===== config.mk =====
export PLATFORM = sky130hd
export DESIGN_NAME = disp_mode_ctrl
export DESIGN_NICKNAME = d
export VERILOG_FILES = /design/src/rtl/disp_mode_ctrl.sv
export SDC_FILE = /design/constraint.sdc
export NUM_CORES = 1
export LEC_CHECK = 0
export ABC_AREA = 1
export BUFFER_PORTS_ARGS = -buffer_cell sky130_fd_sc_hd__buf_2
export CORE_MARGIN = 1
export CORE_UTILIZATION = 54
export DETAILED_ROUTE_END_ITERATION = 10
export GPL_ROUTABILITY_DRIVEN = 0
export PLACE_DENSITY = 0.76
export SETUP_SLACK_MARGIN = 0.2
export SKIP_CTS_REPAIR_TIMING = 1
export SYNTH_ARGS = -nofsm -noshare
export SYNTH_HDL_FRONTEND = slang
export SYNTH_SLANG_ARGS = --single-unit

===== constraint.sdc =====
create_clock -name clk -period 1.73 [get_ports clk]
set_clock_uncertainty 0.15 [all_clocks]
set_input_delay 0.173 -clock clk [delete_from_list [all_inputs] [get_ports clk]]
set_output_delay 0.173 -clock clk [all_outputs]
set_load 0.02 [all_outputs]

===== src/rtl/disp_mode_ctrl.sv =====
// Display mode controller: watch / stopwatch / calibration selection driven by
// button pulses or single-letter UART commands, with a blinking cursor and an
// inactivity timeout while calibrating.
module disp_mode_ctrl #(
  parameter int unsigned BLINK_DIV     = 50_000_000,
  parameter int unsigned CALIB_TIMEOUT = 20
) (
  input  logic       clk,
  input  logic       rst,
  input  logic       btn_mode,
  input  logic       btn_fmt,
  input  logic       btn_calib,
  input  logic       btn_left,
  input  logic       btn_right,
  input  logic       rx_valid,
  input  logic [7:0] rx_data,
  output logic       rx_ready,
  output logic       stpw_mode,
  output logic       fmt_mode,
  output logic       calib_mode,
  output logic       calib_right,
  output logic       blink
);

  localparam int unsigned DivW = (BLINK_DIV > 1) ? $clog2(BLINK_DIV) : 1;
  localparam int unsigned ToW  = (CALIB_TIMEOUT > 1) ? $clog2(CALIB_TIMEOUT) : 1;
  localparam logic [DivW-1:0] DivMax = DivW'(BLINK_DIV - 1);
  localparam logic [ToW-1:0]  ToMax  = ToW'(CALIB_TIMEOUT - 1);

  typedef enum logic [1:0] {StWatch, StStpw, StCalib} state_e;
  typedef enum logic [2:0] {EvNone, EvMode, EvFmt, EvCalib, EvLeft, EvRight} event_e;

  state_e          state_q, state_d;
  event_e          ev;
  logic            buf_full_q, buf_full_d;
  logic [7:0]      buf_data_q, buf_data_d;
  logic            fmt_q, fmt_d;
  logic            right_q, right_d;
  logic            blink_q, blink_d;
  logic            stpw_q, calib_q;
  logic [DivW-1:0] div_q, div_d;
  logic [ToW-1:0]  to_q, to_d;
  logic            btn_any;
  logic            tick;
  logic            timeout;

  assign btn_any = btn_mode | btn_fmt | btn_calib | btn_left | btn_right;

  // Event arbitration: buttons first in fixed priority, buffered command only when idle.
  always_comb begin
    ev = EvNone;
    if (btn_calib)      ev = EvCalib;
    else if (btn_mode)  ev = EvMode;
    else if (btn_fmt)   ev = EvFmt;
    else if (btn_left)  ev = EvLeft;
    else if (btn_right) ev = EvRight;
    else if (buf_full_q) begin
      unique case (buf_data_q)
        8'h4D:   ev = EvMode;
        8'h46:   ev = EvFmt;
        8'h43:   ev = EvCalib;
        8'h4C:   ev = EvLeft;
        8'h52:   ev = EvRight;
        default: ev = EvNone;
      endcase
    end
  end

  // One-entry command buffer: drained in any cycle without a button pulse.
  always_comb begin
    buf_full_d = buf_full_q;
    buf_data_d = buf_data_q;
    if (buf_full_q && !btn_any) buf_full_d = 1'b0;
    if (rx_valid && !buf_full_q) begin
      buf_full_d = 1'b1;
      buf_data_d = rx_data;
    end
  end

  // Next-state, format toggle, cursor, blink divider and inactivity timeout.
  always_comb begin
    state_d = state_q;
    fmt_d   = fmt_q;
    right_d = right_q;
    blink_d = blink_q;
    div_d   = div_q;
    to_d    = to_q;
    tick    = 1'b0;
    timeout = 1'b0;
    if (ev == EvFmt) fmt_d = ~fmt_q;
    case (state_q)
      StWatch: begin
        if (ev == EvMode) begin
          state_d = StStpw;
        end else if (ev == EvCalib) begin
          state_d = StCalib;
          right_d = 1'b0;
        end
      end
      StStpw: begin
        if (ev == EvMode) state_d = StWatch;
      end
      StCalib: begin
        if (div_q == DivMax) begin
          div_d   = '0;
          blink_d = ~blink_q;
          tick    = 1'b1;
        end else begin
          div_d = div_q + DivW'(1);
        end
        if (tick) begin
          if (to_q == ToMax) begin
            timeout = 1'b1;
            to_d    = '0;
          end else begin
            to_d = to_q + ToW'(1);
          end
        end
        // A real event always outranks a coincident timeout.
        if (ev != EvNone) to_d = '0;
        case (ev)
          EvCalib: state_d = StWatch;
          EvLeft:  right_d = 1'b0;
          EvRight: right_d = 1'b1;
          EvNone:  if (timeout) state_d = StWatch;
          default: ;
        endcase
      end
      default: state_d = StWatch;
    endcase
    // Calibration context does not survive leaving calibration.
    if (state_d != StCalib) begin
      blink_d = 1'b0;
      div_d   = '0;
      to_d    = '0;
    end
  end

  // State, buffer and registered outputs.
  always_ff @(posedge clk or negedge rst) begin
    if (!rst) begin
      state_q    <= StWatch;
      buf_full_q <= 1'b0;
      buf_data_q <= 8'h00;
      fmt_q      <= 1'b0;
      right_q    <= 1'b0;
      blink_q    <= 1'b0;
      stpw_q     <= 1'b0;
      calib_q    <= 1'b0;
      div_q      <= '0;
      to_q       <= '0;
    end else begin
      state_q    <= state_d;
      buf_full_q <= buf_full_d;
      buf_data_q <= buf_data_d;
      fmt_q      <= fmt_d;
      right_q    <= right_d;
      blink_q    <= blink_d;
      stpw_q     <= (state_d == StStpw);
      calib_q    <= (state_d == StCalib);
      div_q      <= div_d;
      to_q       <= to_d;
    end
  end

  assign rx_ready    = ~buf_full_q;
  assign stpw_mode   = stpw_q;
  assign fmt_mode    = fmt_q;
  assign calib_mode  = calib_q;
  assign calib_right = right_q;
  assign blink       = blink_q;

endmodule


Yosys cells after proc, flatten, opt, wreduce, memory -nomap -nowiden
Index checks and enable logic that the tools add are counted.

Add/subtract/negate cells: 2. Equal/unequal tests: 20. Multiplexer cells: 35. Bitwise gates (word level): 7. Reductions and logical operators: 15.

Operator list (count): $mux W26 (3); $eq A8 B7 Y1 const B (5); $add A26 B1 Y26 const B (1); $eq A26 B26 Y1 const B (1); $mux W5 (5); $mux W3 (6); $pmux W3 S5 (1); $mux W1 (12); $mux W2 (4); $reduce_bool A2 Y1 (4); $eq A3 B2 Y1 const B (2); $eq A3 B3 Y1 const B (2); $ne A2 B2 Y1 const B (3); $pmux W2 S3 (1); $reduce_bool A3 Y1 (2); $add A5 B1 Y5 const B (1); $eq A5 B5 Y1 const B (1); $eq A2 B1 Y1 const B (2); $eq A2 B2 Y1 const B (2); $or A1 B1 Y1 (4); $pmux W1 S2 (2); $pmux W2 S2 (1); $reduce_and A2 Y1 (2); $reduce_and A4 Y1 (1); other kinds (7) (11).

Register bits after elaboration: 47. Input port bits: 16. Output and inout port bits: 6.

Longest topological paths before layout
Gate-level depths: netlist of the first run.

Depth in word-level cells: 15. Mapped depth: 16.

Worst setup path before layout of the first run
OpenSTA, ideal clock, no wires.

Kind: reg2reg. Start: reg div_q[0]. End: reg to_q[0]. Data arrival time: 1639 ps. Required time: 1458 ps. Path slack: -181 ps. Cell stages (with the launch flop): 10. Period minus slack after synthesis: 1911 ps. Path through: dfrtp_1 ha_1 inv_1 nor3_1 nand3_1 nor2_2 o21bai_4 buf_6 nand3_1 nand2_1.

Cells in the longest elaborated chain, start to end: 11. Elaborated cells between the ends (all ways): 13. Classes of those cells: eq/ne: 2; mux: 8; reduce/logical: 3.

Ends and longest elaborated chain: from (decl) (RTL line 41) `logic [DivW-1:0] div_q, div_d;`; from (signal assigned) (RTL line 161) `div_q <= div_d;`; $eq A26 B26 Y1 * (RTL line 104) `if (div_q == DivMax) begin`; $mux W1 * (RTL line 104); $mux W1 * (RTL line 91) `case (state_q)`; $mux W1 (RTL line 111) `if (tick) begin`; $mux W1 (RTL line 91); $mux W2 (RTL line 125) `EvNone: if (timeout) state_d = StWatch;`; $pmux W2 S2 (RTL line 121) `case (ev)`; $pmux W2 S3 (RTL line 91); $ne A2 B2 Y1 (RTL line 132) `if (state_d != StCalib) begin`; $reduce_bool A3 Y1 (no source line) or $reduce_bool A2 Y1 (tied branches); $reduce_and A2 Y1 (no source line); to (signal assigned) (RTL line 162) `to_q <= to_d;`; to (decl) (RTL line 42) `logic [ToW-1:0] to_q, to_d;`.

Every way passes the cells marked *; elsewhere a longest branch is shown, timed or not. The select of a mux whose other input is x is not followed. A chain may end at the register's enable or synchronous reset.

Worst setup path after layout of the first run
Start: reg buf_data_q[3]. End: reg div_q[24].

Cells in the longest elaborated chain, start to end: 14. Elaborated cells between the ends (all ways): 23. Classes of those cells: eq/ne: 8; mux: 13; reduce/logical: 2.

Ends and longest elaborated chain: from (decl) (RTL line 36) `logic [7:0] buf_data_q, buf_data_d;`; from (signal assigned) (RTL line 155) `buf_data_q <= buf_data_d;`; $eq A8 B7 Y1 (RTL line 58) `unique case (buf_data_q)`; $pmux W3 S5 * (RTL line 58); $mux W3 * (RTL line 57) `else if (buf_full_q) begin`; $mux W3 * (RTL line 56) `else if (btn_right) ev = EvRight;`; $mux W3 * (RTL line 55) `else if (btn_left) ev = EvLeft;`; $mux W3 * (RTL line 54) `else if (btn_fmt) ev = EvFmt;`; $mux W3 * (RTL line 53) `else if (btn_mode) ev = EvMode;`; $mux W3 * (RTL line 52) `if (btn_calib) ev = EvCalib;`; $eq A3 B2 Y1 (RTL line 95, 121); $mux W2 (RTL line 95) `end else if (ev == EvCalib) begin`; $mux W2 (RTL line 93) `if (ev == EvMode) begin`; $pmux W2 S3 * (RTL line 91); $ne A2 B2 Y1 * (RTL line 132); $mux W26 or $reduce_bool A2 Y1 (tied branches).

Every way passes the cells marked *; elsewhere a longest branch is shown, timed or not.

==> out/metrics.yaml, run 1 <==
status:
  violations: "negative hold slack, negative setup slack"
  status: "finished, violations left"
clock_tree:
  cts_tree: "yes"
  cts_buffers: 5
  insertion_delay_ps: 310
  clock_sinks: 47
  root_buffer: "clkbuf_8"
  clock_path_buffers: 2
  htreeDepth: 2
  clk_pin_slew_ps: 90
setup_path:
  max_stage_delay_ps: 420
  cp_cell_sequence: "inv_2 -> nand2_2 -> nor2_1 -> nand2_1 -> nand3_1 -> nand2_1 -> nand2_1 -> nand2_2 -> nand2_4 -> inv_2 -> nand3_2 -> nand2_4 -> o21bai_4 -> buf_12 -> inv_2 -> nor2_1"
  end_kind: "register"
  r2r_setup_slack_ps: -320
  path_delay_family: "simple AND/OR/NAND/NOR gates"
  critical_path_class: "register to register"
  crit_buf_inv: 4
  worst_ep_arrival_time_ps: 2140
  required_ps: 1820
  timing.rr.start: "buf_data_q[3]"
  slowest_stage: "dfrtp_1"
  reg2reg_depth: 16
  rr_endpoint: "div_q[24]"
  cp-start-kind: "register"
  cp_max_fo: 9
timing:
  max_freq_ghz: 0.488
  slew_violations: 0
  hold_viol_final: 2
  finalSetupViolations: 35
  rsz0062_at_grt: "yes"
  period_share_pct: 118
  period_minus_slack_ps: 2050
  tightest_slew_ps: 381
  slew_headroom_pct: 74.5
  setup_ws_ps: -319
  whs_ps: -25.9
synthesis:
  synthTopCellsByArea: "dfrtp_1 41%, nand2_1 11%, nor2_1 8.8%"
  synth_warnings: 0
  syn-instance-count: 397
  synth_top_area_share_pct: 40.7
  synth_top_area_cell: "dfrtp_1"
  synthTopCellsByCount: "88 x nand2_1, 68 x nor2_1, 47 x dfrtp_1"
  synth_most_common_cell: "nand2_1"
  synth_area_per_cell_sq_um: 7.28
  synth_ff_type: "dfrtp_1"
  synth-edff-count: 0
  syn_area_sq_um: 2890
  ys_ff_latch: 47
  ys_async_sr_fraction_pct: 100
  seq_area_frac_synth_pct: 40.7
  syn-num-nets: 415
  ys_types: 34
global_route:
  grt_pass1_wl_mm: 11.8
  antenna_found_initial: 0
  grt_pass1_vias: 2810
  overflow: 0
  grt_max_degree: 48
  grt_use_total_pct: 27.5
place:
  pre_cts_ws_ps: -306
  port_buffers: 21
  dp_hpwl_mm: 5.27
floorplan:
  die_height_microns: 75.2
  core_area_sq_um: 5140
  io_pins: 22
  rows: 26
  dieArea_sq_um: 5650
  start_util_pct: 56.2
  die_w_microns: 75.2
layout:
  synthToLayoutAreaGrowth_pct: 39.0
  diodes: 0
  final_nets: 527
  drive_gt1_share_pct: 35.1
  postLayoutCoreUtil_pct: 78.2
pwr:
  power_leakage_nw: 1.97
  p_per_area_nw_per_um2: 921
  ir_drop_uv: 792
detailed_routing:
  num_vias: 3044
  wirelength_mm: 7.64
  ant_nets: 0
  wl_per_cell_microns: 13.2
  drtIter0Drc: 212
  drc: 0
  first_pass_iters: 5
  viasPerCell: 5.25
min_path:
  hold_path.startpoint: "rx_data[2]"
  whs_path_depth: 3
  holdCritPathClass: "input port to register"
  hold_end: "buf_data_q[2]"
run:
  maxCapViolCount: 0
## worst max path at each step
stage | start | endpoint | slack, ps | depth (start not counted)
2_1_floorplan | buf_data_q[0] | to_q[3] | -120 | 14
3_3_place_gp | buf_data_q[7] | div_q[24] | -240 | 14
3_5_place_dp | buf_data_q[4] | div_q[24] | -310 | 14
4_1_cts | buf_data_q[4] | div_q[24] | -330 | 14
5_1_grt | buf_data_q[7] | to_q[0] | -450 | 16
6_report | buf_data_q[3] | div_q[24] | -320 | 16
## cell type report
cell class	instances	area, sq um
sequential	47	1180
fill	359	1120
multi-input combinational	292	1600
inverter	50	188
tap	70	87.6
clock buffer	6	72.6
timing repair buffer	113	877
clock inverter	2	12.5
## worst reg2reg max path, cell delays in order (launching register included)
cell and delay (ps):
dfrtp_1 420, inv_2 80, nand2_2 60, nor2_1 130
nand2_1 70, nand3_1 90, nand2_1 60, nand2_1 70
nand2_2 60, nand2_4 110, inv_2 50, nand3_2 70
nand2_4 60, o21bai_4 170, buf_12 160, inv_2 70
nor2_1 110
## metrics by stage
stage	cells	cell area (sq um)	TNS (ps)	hold slack, ps	power, W
3_5_place_dp	560	3680	-7520	27.9	0.00275
4_1_cts	568	3770	-8450	-299	0.00341
3_3_place_gp	560	3680	-5390	28.0	0.00271
2_1_floorplan	397	2910	-1730	-273	0.00222
5_1_grt	580	4020	-13660	-4.91	0.00391
6_report	580	4020	-8530	-25.9	0.00370
## registers in the layout (all words and copies together), names as in the netlist
register and cells:
to_q 5, calib_right 1, calib_mode 1, buf_data_q 8, stpw_mode 1, state_q 2
blink 1, div_q 26, buf_full_q 1, fmt_mode 1
## where the power goes
| part | total (W) | internal [W] | switching, W |
|---|---|---|---|
| Sequential | 0.00142 | 0.00128 | 0.000146 |
| Combinational | 0.00161 | 0.000674 | 0.000937 |
| Clock | 0.000666 | 0.000283 | 0.000383 |
| Total | 0.00370 | 0.00223 | 0.00147 |
## layer usage
| layer | track usage [%] | share of wire, % | vias to the layer above |
|---|---|---|---|
| met1 | 33.8 | 44 | 1434 |
| met4 | 9.26 | 1.8 | 0 |
| met2 | 49.1 | 50 | 87 |
| li1 | - | - | 1506 |
| met5 | 0 | 0 | - |
| met3 | 4.28 | 4.2 | 17 |
## kinds of logic (layout without fill, tap and decap cells)
group,count (synthesis),after routing,synth area share [%]
xor+xnor,14,14,4.24
compound gates,38,38,8.75
buf+inv,58,171,8.01
flops,47,47,40.7
simple gates,238,238,37.4
fa+ha+maj,2,2,0.866
## cells in the final DEF, fill, tap and decap left out, drive strengths merged, types with 12 or more instances in the layout
master and instances:
a21oi 16, buf 105, dfrtp 47, inv 50
nand2 98, nand3 31, nand4 14, nor2 76
nor3 12, xor2 14
Power figures use the tool's default switching activity.
==> inputs of run 2 (changes only) <==
ABC_AREA = not set   (was 1)
CTS_CLUSTER_DIAMETER = 40   (was not set)
==> out/metrics.yaml, run 2 <==
synthesis:
  ys_ff_latch: 47  # unchanged
  synth_top_area_share_pct: 43.2  # was 40.7%
  syn-num-nets: 292  # was 415
  seq_area_frac_synth_pct: 43.2  # was 40.7%
  synth_top_area_cell: "dfrtp_1"  # unchanged
  ys_types: 59  # was 34
  synthTopCellsByCount: "47 x dfrtp_1, 32 x nor2_1, 18 x xnor2_1"  # was 88 x nand2_1, 68 x nor2_1, 47 x dfrtp_1
  ys_async_sr_fraction_pct: 100  # unchanged
  synth_ff_type: "dfrtp_1"  # unchanged
  synth_area_per_cell_sq_um: 9.93  # was 7.28 sq um
  synth_warnings: 0  # unchanged
  synth-edff-count: 0  # unchanged
  syn_area_sq_um: 2720  # was 2890 sq um
  synthTopCellsByArea: "dfrtp_1 43%, xnor2_1 5.8%, nor2_1 4.4%"  # was dfrtp_1 41%, nand2_1 11%, nor2_1 8.8%
  syn-instance-count: 274  # was 397
  synth_most_common_cell: "dfrtp_1"  # was nand2_1
pwr:
  ir_drop_uv: 920  # was 792 uV
  power_leakage_nw: 1.70  # was 1.97 nW
  p_per_area_nw_per_um2: 943  # was 921 nW/um^2
  totalPowerFinal_w: 0.00368  # was 0.00370 W
floorplan:
  rows: 25  # was 26
  die_w_microns: 73.0  # was 75.2 microns
  core_area_sq_um: 4790  # was 5140 sq um
  start_util_pct: 56.8  # was 56.2%
  die_height_microns: 73.0  # was 75.2 microns
  dieArea_sq_um: 5330  # was 5650 sq um
  io_pins: 22  # unchanged
layout:
  largest_reg_flops: 26  # unchanged
  fin_area_sq_um: 3910  # was 4020 sq um
  drive_gt1_share_pct: 42.2  # was 35.1%
  final_nets: 404  # was 527
  synthToLayoutAreaGrowth_pct: 43.7  # was 39.0%
  largest-register: "div_q"  # unchanged
  top_regs: "div_q (26), buf_data_q (8), to_q (5)"  # unchanged
  diodes: 0  # unchanged
  layout_commonest_cell: "buf_4"  # was nand2_1
  final_cell_mix: "78 x buf_4, 47 x dfrtp_1, 32 x nor2_1"  # was 81 x nand2_1, 77 x buf_4, 65 x nor2_1
timing:
  finalSetupViolations: 38  # was 35
  period_minus_slack_ps: 2520  # was 2050 ps
  max_freq_ghz: 0.397  # was 0.488 GHz
  slew_violations: 0  # unchanged
  tightest_slew_ps: 606  # was 381 ps
  hold_viol_final: 1  # was 2
  period_share_pct: 146  # was 118%
  rsz0062_at_grt: "yes"  # unchanged
  slew_headroom_pct: 59.6  # was 74.5%
  whs_ps: -20.9  # was -25.9 ps
  setup_ws_ps: -787  # was -319 ps
clock_tree:
  clock_sinks: 47  # unchanged
  clock_path_buffers: 2  # unchanged
  root_buffer: "clkbuf_8"  # unchanged
  insertion_delay_ps: 310  # about the same
  cts_tree: "yes"  # unchanged
  htreeDepth: 2  # unchanged
  cts_buffers: 5  # unchanged
  clk_pin_slew_ps: 90  # about the same
setup_path:
  end_kind: "register"  # unchanged
  required_ps: 1770  # was 1820 ps
  worst_ep_arrival_time_ps: 2560  # was 2140 ps
  cp-start-kind: "register"  # unchanged
  cp_max_fo: 8  # was 9
  critical_path_class: "register to register"  # unchanged
  r2r_setup_slack_ps: -790  # was -320 ps
detailed_routing:
  drc: 0  # unchanged
  num_vias: 2807  # was 3044
  wirelength_mm: 8.93  # was 7.64 mm
  viasPerCell: 6.20  # was 5.25
  first_pass_iters: 5  # unchanged
  ant_nets: 0  # unchanged
  wl_per_cell_microns: 19.7  # was 13.2 microns
  drtIter0Drc: 258  # was 212
place:
  pre_cts_ws_ps: -614  # was -306 ps
  port_buffers: 21  # unchanged
  dp_hpwl_mm: 4.74  # was 5.27 mm
  dpl_cell_area_sq_um: 3440  # was 3680 sq um
global_route:
  grt_use_total_pct: 26.3  # was 27.5%
  antenna_found_initial: 0  # unchanged
  grt_pass1_vias: 2387  # was 2810
  overflow: 0  # unchanged
  grt_max_degree: 48  # unchanged
  grt_pass1_wl_mm: 10.6  # was 11.8 mm
status:
  status: "finished, violations left"  # unchanged
  violations: "negative hold slack, negative setup slack"  # unchanged
run:
  maxCapViolCount: 0  # unchanged
min_path:
  holdCritPathClass: "input port to register"  # unchanged
run 2: area by class of cell:
type                            instances  area, sq um
Tap cell                               67         83.8
Multi-Input combinational cell        209         1630
Clock buffer                            6         72.6
Fill cell                             249          878
Clock inverter                          1         30.0
Inverter                                7         26.3
Timing Repair Buffer                  116          888
Sequential cell                        47         1180
run 2: worst max-delay path, stage by stage (launching register included):
cell      delay [ps]
dfrtp_1          460
or3b_1           430
a2111o_1         460
nand4_1          240
a21oi_1          130
o21bai_2         210
buf_4            220
nor2_1            80
run 2: through the flow:
stage	std cells	TNS (ps)	utilization [%]
2_1_floorplan	274	-14250	-
3_3_place_gp	430	-17160	71.9
3_5_place_dp	430	-18780	71.9
4_1_cts	437	-19200	74.1
5_1_grt	453	-28380	81.6
6_report	453	-27200	81.6
run 2: logic make-up after synthesis:
group,Yosys count,synth area share [%]
flops,47,43.2
simple gates,119,25.9
buf+inv,18,3.82
compound gates,58,15.6
fa+ha+maj,2,0.920
xor+xnor,20,6.44
mux,10,4.09
run 2: final timing paths:
check	from	end	depth (start not counted)
max in group asynchronous	rst	div_q[15]	3
worst min-delay path	rx_valid	buf_full_q	3
min in group asynchronous	rst	div_q[23]	3
worst max register to register	buf_data_q[2]	div_q[11]	7
worst max-delay path	buf_data_q[2]	div_q[11]	7
worst min register to register	fmt_mode	fmt_mode	1
run 2: layer usage:
metal	vias up	part of all wire [%]	global-route usage, %
met5	-	0	0
met4	0	5.1	7.63
met3	56	7.0	4.56
met2	166	49	45.4
met1	1349	39	33.9
li1	1236	-	-
run 2: where the power goes:
part	total, W	internal (W)	switching (W)
combinational	0.00149	0.000690	0.000805
sequential	0.00138	0.00123	0.000151
clock	0.000805	0.000424	0.000381
total	0.00368	0.00235	0.00134
